File: config.mk
export PLATFORM = sky130hd
export DESIGN_NAME = phase_duty_meter_flat
export DESIGN_NICKNAME = d
export VERILOG_FILES = /design/src/rtl/phase_duty_meter_pkg.sv /design/src/rtl/phase_duty_meter_if.sv /design/src/rtl/sync_edge_det.sv /design/src/rtl/phase_duty_meter.sv /design/src/flat_wrapper.sv
export SDC_FILE = /design/constraint.sdc
export NUM_CORES = 1
export LEC_CHECK = 0
export ABC_CLOCK_PERIOD_IN_PS = 6500
export CAP_MARGIN = 10
export CORE_ASPECT_RATIO = 2
export CORE_MARGIN = 2
export CORE_UTILIZATION = 40
export DETAILED_ROUTE_END_ITERATION = 7
export GPL_TIMING_DRIVEN = 0
export SLEW_MARGIN = 20
export SYNTH_ARGS = -nofsm -noshare
export SYNTH_HDL_FRONTEND = slang
export SYNTH_SLANG_ARGS = --single-unit
export TNS_END_PERCENT = 100
File: constraint.sdc
create_clock -name clk -period 6.5 [get_ports clk]
set_clock_uncertainty 0.05 [all_clocks]
set_input_delay 1.625 -clock clk [delete_from_list [all_inputs] [get_ports clk]]
set_output_delay 1.625 -clock clk [all_outputs]
set_load 0.05 [all_outputs]
File: src/rtl/phase_duty_meter_pkg.sv
// Shared types for the phase/duty meter: FSM state encoding.
package phase_duty_meter_pkg;

    typedef enum logic [1:0] {
        IDLE = 2'd0,
        HIGH = 2'd1,
        LOW  = 2'd2,
        HOLD = 2'd3
    } state_t;

endpackage

File: src/rtl/phase_duty_meter_if.sv
// Result bundle of the phase/duty meter with its valid/ready handshake.
interface phase_duty_meter_if #(
    parameter int CNT_W = 16
);
    logic [CNT_W-1:0] high_cnt;
    logic [CNT_W-1:0] low_cnt;
    logic [CNT_W-1:0] shift_cnt;
    logic             shift_vld;
    logic             ovf;
    logic             meas_valid;
    logic             meas_ready;

    modport master (
        output high_cnt, low_cnt, shift_cnt,
        output shift_vld, ovf, meas_valid,
        input  meas_ready
    );

    modport slave (
        input  high_cnt, low_cnt, shift_cnt,
        input  shift_vld, ovf, meas_valid,
        output meas_ready
    );
endinterface

File: src/rtl/sync_edge_det.sv
// Optional 2-flop synchronizer followed by a 1-flop edge detector.
module sync_edge_det #(
    parameter bit SYNC_EN = 1'b1
) (
    input  logic clk,
    input  logic din,
    output logic level,
    output logic rise,
    output logic fall
);

    logic prev;

    generate
        if (SYNC_EN) begin : g_sync
            logic s1;
            logic s2;
            always_ff @(posedge clk) begin
                s1 <= din;
                s2 <= s1;
            end
            assign level = s2;
        end else begin : g_bypass
            assign level = din;
        end
    endgenerate

    // History always tracks the level, so reset never creates a false edge.
    always_ff @(posedge clk) begin
        prev <= level;
    end

    assign rise = level & ~prev;
    assign fall = ~level & prev;

endmodule

File: src/rtl/phase_duty_meter.sv
// Measures high/low time of sig_a and the sig_a->sig_b rise delay, one period
// per measurement, results delivered over a valid/ready handshake.
import phase_duty_meter_pkg::*;

module phase_duty_meter #(
    parameter int CNT_W   = 16,
    parameter bit SYNC_EN = 1'b1
) (
    input  logic clk,
    input  logic rst,
    input  logic en,
    input  logic sig_a,
    input  logic sig_b,
    phase_duty_meter_if.master res
);

    localparam logic [CNT_W-1:0] MAX = '1;

    logic a_lvl, a_rise, a_fall;
    logic b_lvl, b_rise, b_fall;

    state_t state, nxt;

    logic [CNT_W-1:0] hi_q, hi_n;
    logic [CNT_W-1:0] lo_q, lo_n;
    logic [CNT_W-1:0] sh_q, sh_n;
    logic             vld_q, vld_n;
    logic             arm_q, arm_n;
    logic             sat;
    logic             load;

    logic [CNT_W-1:0] high_r, low_r, shift_r;
    logic             svld_r, ovf_r;

    logic unused_ok;
    assign unused_ok = ^{a_lvl, b_lvl, b_fall};

    sync_edge_det #(.SYNC_EN(SYNC_EN)) u_det_a (
        .clk   (clk),
        .din   (sig_a),
        .level (a_lvl),
        .rise  (a_rise),
        .fall  (a_fall)
    );

    sync_edge_det #(.SYNC_EN(SYNC_EN)) u_det_b (
        .clk   (clk),
        .din   (sig_b),
        .level (b_lvl),
        .rise  (b_rise),
        .fall  (b_fall)
    );

    assign load = (state != HOLD) && (nxt == HOLD);

    always_ff @(posedge clk) begin
        if (rst) begin
            state   <= IDLE;
            hi_q    <= '0;
            lo_q    <= '0;
            sh_q    <= '0;
            vld_q   <= 1'b0;
            arm_q   <= 1'b0;
            high_r  <= '0;
            low_r   <= '0;
            shift_r <= '0;
            svld_r  <= 1'b0;
            ovf_r   <= 1'b0;
        end else begin
            state <= nxt;
            hi_q  <= hi_n;
            lo_q  <= lo_n;
            sh_q  <= sh_n;
            vld_q <= vld_n;
            arm_q <= arm_n;
            if (load) begin
                high_r  <= hi_n;
                low_r   <= lo_n;
                shift_r <= (vld_n | sat) ? sh_n : '0;
                svld_r  <= vld_n;
                ovf_r   <= sat;
            end
        end
    end

    always_comb begin
        nxt   = state;
        hi_n  = hi_q;
        lo_n  = lo_q;
        sh_n  = sh_q;
        vld_n = vld_q;
        arm_n = arm_q;
        sat   = 1'b0;
        unique case (state)
            IDLE: begin
                if (en && a_rise) begin
                    nxt   = HIGH;
                    hi_n  = {{(CNT_W-1){1'b0}}, 1'b1};
                    lo_n  = '0;
                    sh_n  = '0;
                    vld_n = b_rise;
                    arm_n = ~b_rise;
                end
            end
            HIGH, LOW: begin
                if (state == LOW && a_rise) begin
                    // Closing edge: b_rise here belongs to the next period.
                    nxt = HOLD;
                end else begin
                    if (state == HIGH && a_fall) begin
                        nxt  = LOW;
                        lo_n = {{(CNT_W-1){1'b0}}, 1'b1};
                    end else if (state == HIGH) begin
                        hi_n = hi_q + 1'b1;
                    end else begin
                        lo_n = lo_q + 1'b1;
                    end
                    if (arm_q) begin
                        sh_n = sh_q + 1'b1;
                        if (b_rise) begin
                            vld_n = 1'b1;
                            arm_n = 1'b0;
                        end
                    end
                    sat = (hi_n == MAX) || (lo_n == MAX) || (sh_n == MAX);
                    if (sat) begin
                        nxt = HOLD;
                    end
                end
            end
            HOLD: begin
                if (res.meas_ready) begin
                    nxt = IDLE;
                end
            end
            default: nxt = IDLE;
        endcase
    end

    always_comb begin
        res.meas_valid = (state == HOLD);
        res.high_cnt   = high_r;
        res.low_cnt    = low_r;
        res.shift_cnt  = shift_r;
        res.shift_vld  = svld_r;
        res.ovf        = ovf_r;
    end

endmodule

File: src/flat_wrapper.sv
// flat-port wrapper written by rule: the top's interface ports become plain ports
module phase_duty_meter_flat 
#(
    parameter int CNT_W   = 16,
    parameter bit SYNC_EN = 1'b1
)
  (clk, rst, en, sig_a, sig_b, res_high_cnt, res_low_cnt, res_shift_cnt, res_shift_vld, res_ovf, res_meas_valid, res_meas_ready);
  phase_duty_meter_if #(.CNT_W(CNT_W)) res_i ();
  input  logic clk;
  input  logic rst;
  input  logic en;
  input  logic sig_a;
  input  logic sig_b;
  output wire logic [$bits(res_i.high_cnt)-1:0] res_high_cnt;
  output wire logic [$bits(res_i.low_cnt)-1:0] res_low_cnt;
  output wire logic [$bits(res_i.shift_cnt)-1:0] res_shift_cnt;
  output wire logic [$bits(res_i.shift_vld)-1:0] res_shift_vld;
  output wire logic [$bits(res_i.ovf)-1:0] res_ovf;
  output wire logic [$bits(res_i.meas_valid)-1:0] res_meas_valid;
  input wire logic [$bits(res_i.meas_ready)-1:0] res_meas_ready;
  assign res_high_cnt = res_i.high_cnt;
  assign res_low_cnt = res_i.low_cnt;
  assign res_shift_cnt = res_i.shift_cnt;
  assign res_shift_vld = res_i.shift_vld;
  assign res_ovf = res_i.ovf;
  assign res_meas_valid = res_i.meas_valid;
  assign res_i.meas_ready = res_meas_ready;
  phase_duty_meter #(.CNT_W(CNT_W), .SYNC_EN(SYNC_EN)) u_core (.clk(clk), .rst(rst), .en(en), .sig_a(sig_a), .sig_b(sig_b), .res(res_i));
endmodule
==> qor.yml, run 1 <==
outcome: "finished clean"
utilization: 0.486
core_area_mm2: 0.0134
wl_met2_mm: 9.87
synth-seq-cells: 108
syn_area_mm2: 0.00544
post-route-drc-count: 0
syn_inst: 649
cap_violations: 0
setup_viol: 0
worstPathArrival_ns: 4.85
top_layer_used: "met4"
nets: 728
regArea_mm2: 0.00216
cts_tree: "built"
tns_ns: 0
dieWidth_um: 86.5
placed_cells: 859
drive_above_1_share: 0.0847
ant_nets: 0
vias: 5427
crit_type: "input pin to register"
tightest_slew_ns: 1.05
grt_max_degree: 17
synth-async-reset-ratio: 0
row_count: 60
synth.net_count: 662
antenna_found_initial: 0
cts_buffers: 9
num_antenna_cells: 0
wirelength_met1_mm: 6.73
endpoint_kind: "register"
grt_pass1_vias: 5352
pin_count: 57
post_cts_buffers: 0
start_kind: "input pin"
cts-root-buf: "clkbuf_16"
p_total_mw: 1.47
finalHoldViolations: 0
grt_pass1_wl_mm: 28.2
fmax_mhz: 215
place.detailed.hpwl_mm: 13.5
synth_cell_types: 62
yosysTopAreaCell: "dfxtp_1"
drt_first_iter_violations: 383
cp_max_fo: 10
path_clk_slew_ns: 0.07
globalplace.congestion: 0.905
power-per-cell-area_mw_per_mm2: 227
clock_path_buffers: 2
viasPerCell: 6.20
grt-ovfl-total: 0
grt_usage: 0.250
max_slew_margin: 0.290
p_leak_nw: 2.11
yosys.area.top_type_share: 0.398
portBuffers: 55
ir_drop_v: 0.000135
period_minus_slack_ns: 4.65
synth_edf_count: 0
synth_most_common_cell: "dfxtp_1"
required_ns: 6.70
multi_input_area_mm2: 0.00301
yosys_most_used_dff: "dfxtp_1"
hp-class: "register to register"
clk_latency_ns: 0.36
cts_resized: 0
yosysWarnings: 0
fin_crit_sh: 0.716
firstDrtPassIters: 5
maxSlewViolCount: 0
stdcell_count: 875
cts_sinks: 108
finalWirelength_mm: 18.3
area_growth_pct: 19.4
fp.dieArea_mm2: 0.0146
fill_cells: 1319
avgSynthCellArea_um2: 8.38
htree_levels: 3
synth.top_cells.by_count: "108 x dfxtp_1, 57 x nor2_1, 49 x a21oi_1"
synth_area_leaders: "dfxtp_1 40%, a21oi_1 4.5%, nor2_1 3.9%"
wl_per_cell_um: 20.9
initial_core_util: 0.407
rsz0062_at_grt: "false"
die_h_um: 169
yosysSeqAreaShare: 0.398
holdWs_ns: 0.281
dr_wl_met3_um: 897
ctsHoldBuffers: 0
-- report_power, final --
| part | internal (mW) | total, mW | switching [mW] |
|---|---|---|---|
| registers | 0.669 | 0.678 | 0.00909 |
| clock network | 0.319 | 0.570 | 0.251 |
| logic | 0.0531 | 0.225 | 0.172 |
| total | 1.04 | 1.47 | 0.432 |
-- layout by cell type, fill, tap and decap left out, drive strengths merged, types with 14 or more instances in the layout --
master         netlist  routed
dfxtp              108     108
nor2                57      57
clkdlybuf4s50        0      55
clkbuf              40      52
a21oi               50      50
nand2               45      45
o21ai               39      39
nor2b               27      27
a31o                20      20
nor3                19      19
nand3               18      18
a31oi               16      16
a22o                16      16
a311oi              14      14
-- worst paths after layout --
| check | from | to | slack, ns | cells past startpoint |
|---|---|---|---|---|
| setup reg to reg | u_core.state[1] | u_core.res.low_cnt[15] | 2.26 | 14 |
| setup / recovery | en | u_core.res.high_cnt[11] | 1.85 | 9 |
| hold reg to reg | u_core.u_det_a.g_sync.s1 | u_core.u_det_a.level | 0.28 | 0 |
| hold / removal | u_core.u_det_a.g_sync.s1 | u_core.u_det_a.level | 0.28 | 0 |
-- flip-flops by register name, indices dropped and copies added (netlist names), 2 cells and up --
signal,cells
u_core.hi_q,16
u_core.lo_q,16
u_core.res.high_cnt,16
u_core.res.low_cnt,16
u_core.res.shift_cnt,16
u_core.sh_q,16
u_core.state,2
-- final cells by class --
| class | instances | area share |
|---|---|---|
| Multi-Input combinational cell | 478 | 0.464 |
| Inverter | 10 | 0.00578 |
| Clock buffer | 12 | 0.0395 |
| Buffer | 53 | 0.0362 |
| Tap cell | 155 | 0.0299 |
| Timing Repair Buffer | 55 | 0.0848 |
| Clock inverter | 4 | 0.00732 |
| Sequential cell | 108 | 0.333 |
-- cell families after synthesis --
group,Yosys count,share of synthesized area
AND/OR/NAND/NOR,247,0.242
AO/OA/AOI/OAI,205,0.258
multiplexers,13,0.0265
adder cells (fa/ha/maj),7,0.0161
buffers and inverters,63,0.0501
flip-flops,108,0.398
XOR/XNOR,6,0.00966
-- worst max-delay path, stage by stage --
cell and delay [ns]:
clkdlybuf4s50_1 0.54, nand3b_1 0.12, a21oi_1 0.71, o21ai_0 0.64
clkbuf_1 0.44, o21ai_0 0.27, a21oi_1 0.11, nor2b_1 0.17
a31o_2 0.21
-- layer usage --
| layer | global-route usage | up-vias |
|---|---|---|
| met5 | 0 | - |
| met4 | 0.132 | 0 |
| met3 | 0.0351 | 58 |
| met2 | 0.469 | 241 |
| met1 | 0.258 | 2572 |
| li1 | - | 2556 |
-- through the flow --
step | worst slack, ns | instance area [um2]
final | 1.85 | 6490
after global routing | 1.73 | 6490
after CTS | 2.01 | 6490
after detailed placement | 1.66 | 6190
after global placement | 1.58 | 6180
after floorplan | 3.16 | 5440
Note: power is estimated with default switching activity, not from simulation.
==> run 2: changes to the inputs <==
--- a/config.mk
+++ b/config.mk
@@ -5,7 +5,7 @@
 export SDC_FILE = /design/constraint.sdc
 export NUM_CORES = 1
 export LEC_CHECK = 0
-export ABC_CLOCK_PERIOD_IN_PS = 6500
+export ABC_CLOCK_PERIOD_IN_PS = 3800
 export CAP_MARGIN = 10
 export CORE_ASPECT_RATIO = 2
 export CORE_MARGIN = 2
==> constraint.sdc (replaced) <==
create_clock -name clk -period 3.8 [get_ports clk]
set_clock_uncertainty 0.05 [all_clocks]
set_input_delay 0.95 -clock clk [delete_from_list [all_inputs] [get_ports clk]]
set_output_delay 0.95 -clock clk [all_outputs]
set_load 0.05 [all_outputs]
==> run 2 against run 1 <==
Total power increased by 71%. Cell count decreased by 0.11%. Combinational power increased by 72%. Count of clock-buffer cells in the layout unchanged. Die area unchanged. Design area increased by 0.73%. Critical path type unchanged. Largest power group unchanged.
==> qor.yml, run 2 (same netlist as run 1, synthesis figures left out) <==
antenna_found_initial: 0
fill_cells: 1323
cts_tree: "built"
ctsHoldBuffers: 0
holdWs_ns: 0.282
nets: 727
portBuffers: 55
p_comb_frac: 0.153
p_int_mw: 1.78
worstPathArrival_ns: 3.83
min-delay-start: "u_core.u_det_a.g_sync.s1"
row_count: 60
fp.dieArea_mm2: 0.0146
finalInstanceArea_mm2: 0.00654
clock_power_share: 0.386
p_total_mw: 2.52
clock_path_buffers: 2
required_ns: 4.00
area_growth_pct: 20.3
place_ws_ns: -0.398
cts-root-buf: "clkbuf_16"
max_slew_margin: 0.333
viasPerCell: 6.22
power-per-cell-area_mw_per_mm2: 385
hp-class: "register to register"
ir_drop_v: 0.000223
grt_pass1_wl_mm: 28.3
mostFrequentLayoutCells: "108 x dfxtp_1, 57 x nor2_1, 55 x clkdlybuf4s50_1"
worstSetupStartpoint: "en"
pin_count: 57
tightest_slew_ns: 0.991
vias: 5435
globalplace.congestion: 0.905
setup_viol: 0
placed_area_mm2: 0.00619
cap_violations: 0
finalHoldViolations: 0
setup_slack_ns: 0.162
pwr-share-seq: 0.460
finalWirelength_mm: 18.3
worstReg2RegStart: "u_core.state[1]"
ant_nets: 0
core_area_mm2: 0.0134
wl_per_cell_um: 20.9
post-route-drc-count: 0
start_kind: "input pin"
maxSlewViolCount: 0
path_clk_slew_ns: 0.07
fin_crit_sh: 0.957
p_leak_nw: 2.13
cts_sinks: 108
p_sw_mw: 0.737
final_common_cell: "dfxtp_1"
period_minus_slack_ns: 3.64
crit_type: "input pin to register"
clk_latency_ns: 0.36
grt_max_degree: 17
initial_core_util: 0.407
rsz0062_at_grt: "false"
htree_levels: 3
fmax_mhz: 275
grt_pass1_vias: 5356
swShare: 0.292
tns_ns: 0
grt-ovfl-total: 0
num_antenna_cells: 0
firstDrtPassIters: 5
drive_above_1_share: 0.100
endpoint_kind: "register"
grt_usage: 0.250
place.detailed.hpwl_mm: 13.5
dieWidth_um: 86.5
die_h_um: 169
drt_first_iter_violations: 358
outcome: "finished clean"
cts_buffers: 9
cp_max_fo: 10
## run 2: cell count changes in the layout (fill, tap and decap cells not counted), sizes merged
| cell | delta |
|---|---|
| buf | -1 |
## run 2: final cells by class
class,instances,area [um2],area share
multi-input combinational,478,3050,0.466
tap,155,194,0.0296
timing repair buffer,56,558,0.0853
inverter,10,37.5,0.00574
clock buffer,12,256,0.0392
buffer,51,235,0.0360
clock inverter,4,47.5,0.00727
sequential,108,2160,0.331
## run 2: final timing paths
check | endpoint | cells past startpoint | slack (ns)
worst max register to register | u_core.res.shift_vld | 13 | 0.18
worst min-delay path | u_core.u_det_a.level | 0 | 0.28
worst min register to register | u_core.u_det_a.level | 0 | 0.28
worst max-delay path | u_core.res.high_cnt[1] | 10 | 0.16
## run 2: what timing repair did
item	in CTS	in global routing
endpoints found under the setup margin	44	48
pin swaps	0	1
buffers inserted	0	1
gates resized for setup	3	13
cloned	0	0
## run 2: per-layer routing
metal,global-route usage,vias up,share of wire
li1,-,2559,-
met1,0.259,2582,0.36
met2,0.468,232,0.54
met3,0.0351,62,0.053
met4,0.136,0,0.046
met5,0,-,0
## run 2: power groups by stage
| stage | clock network, mW | logic, mW | registers [mW] |
|---|---|---|---|
| 3_5_place_dp | 0 | 0.370 | 1.19 |
| 2_1_floorplan | 0 | 0.233 | 1.18 |
| 3_3_place_gp | 0 | 0.366 | 1.19 |
| 6_report | 0.973 | 0.387 | 1.16 |
| 4_1_cts | 0.988 | 0.375 | 1.16 |
| 5_1_grt | 1.03 | 0.415 | 1.16 |
## run 2: stage by stage
step / utilization / std cells
2_1_floorplan: - / 649
3_3_place_gp: 0.463 / 859
3_5_place_dp: 0.463 / 859
4_1_cts: 0.487 / 874
5_1_grt: 0.490 / 874
6_report: 0.490 / 874
## run 2: critical path, stage by stage
cell and delay, ns:
clkdlybuf4s50_1 0.55, nand3b_1 0.13, nand2_1 0.14, nand2b_1 0.14
a21oi_2 0.48, clkbuf_1 0.64, o21ai_0 0.19, a22oi_1 0.29
nor3_1 0.08, a31o_2 0.24
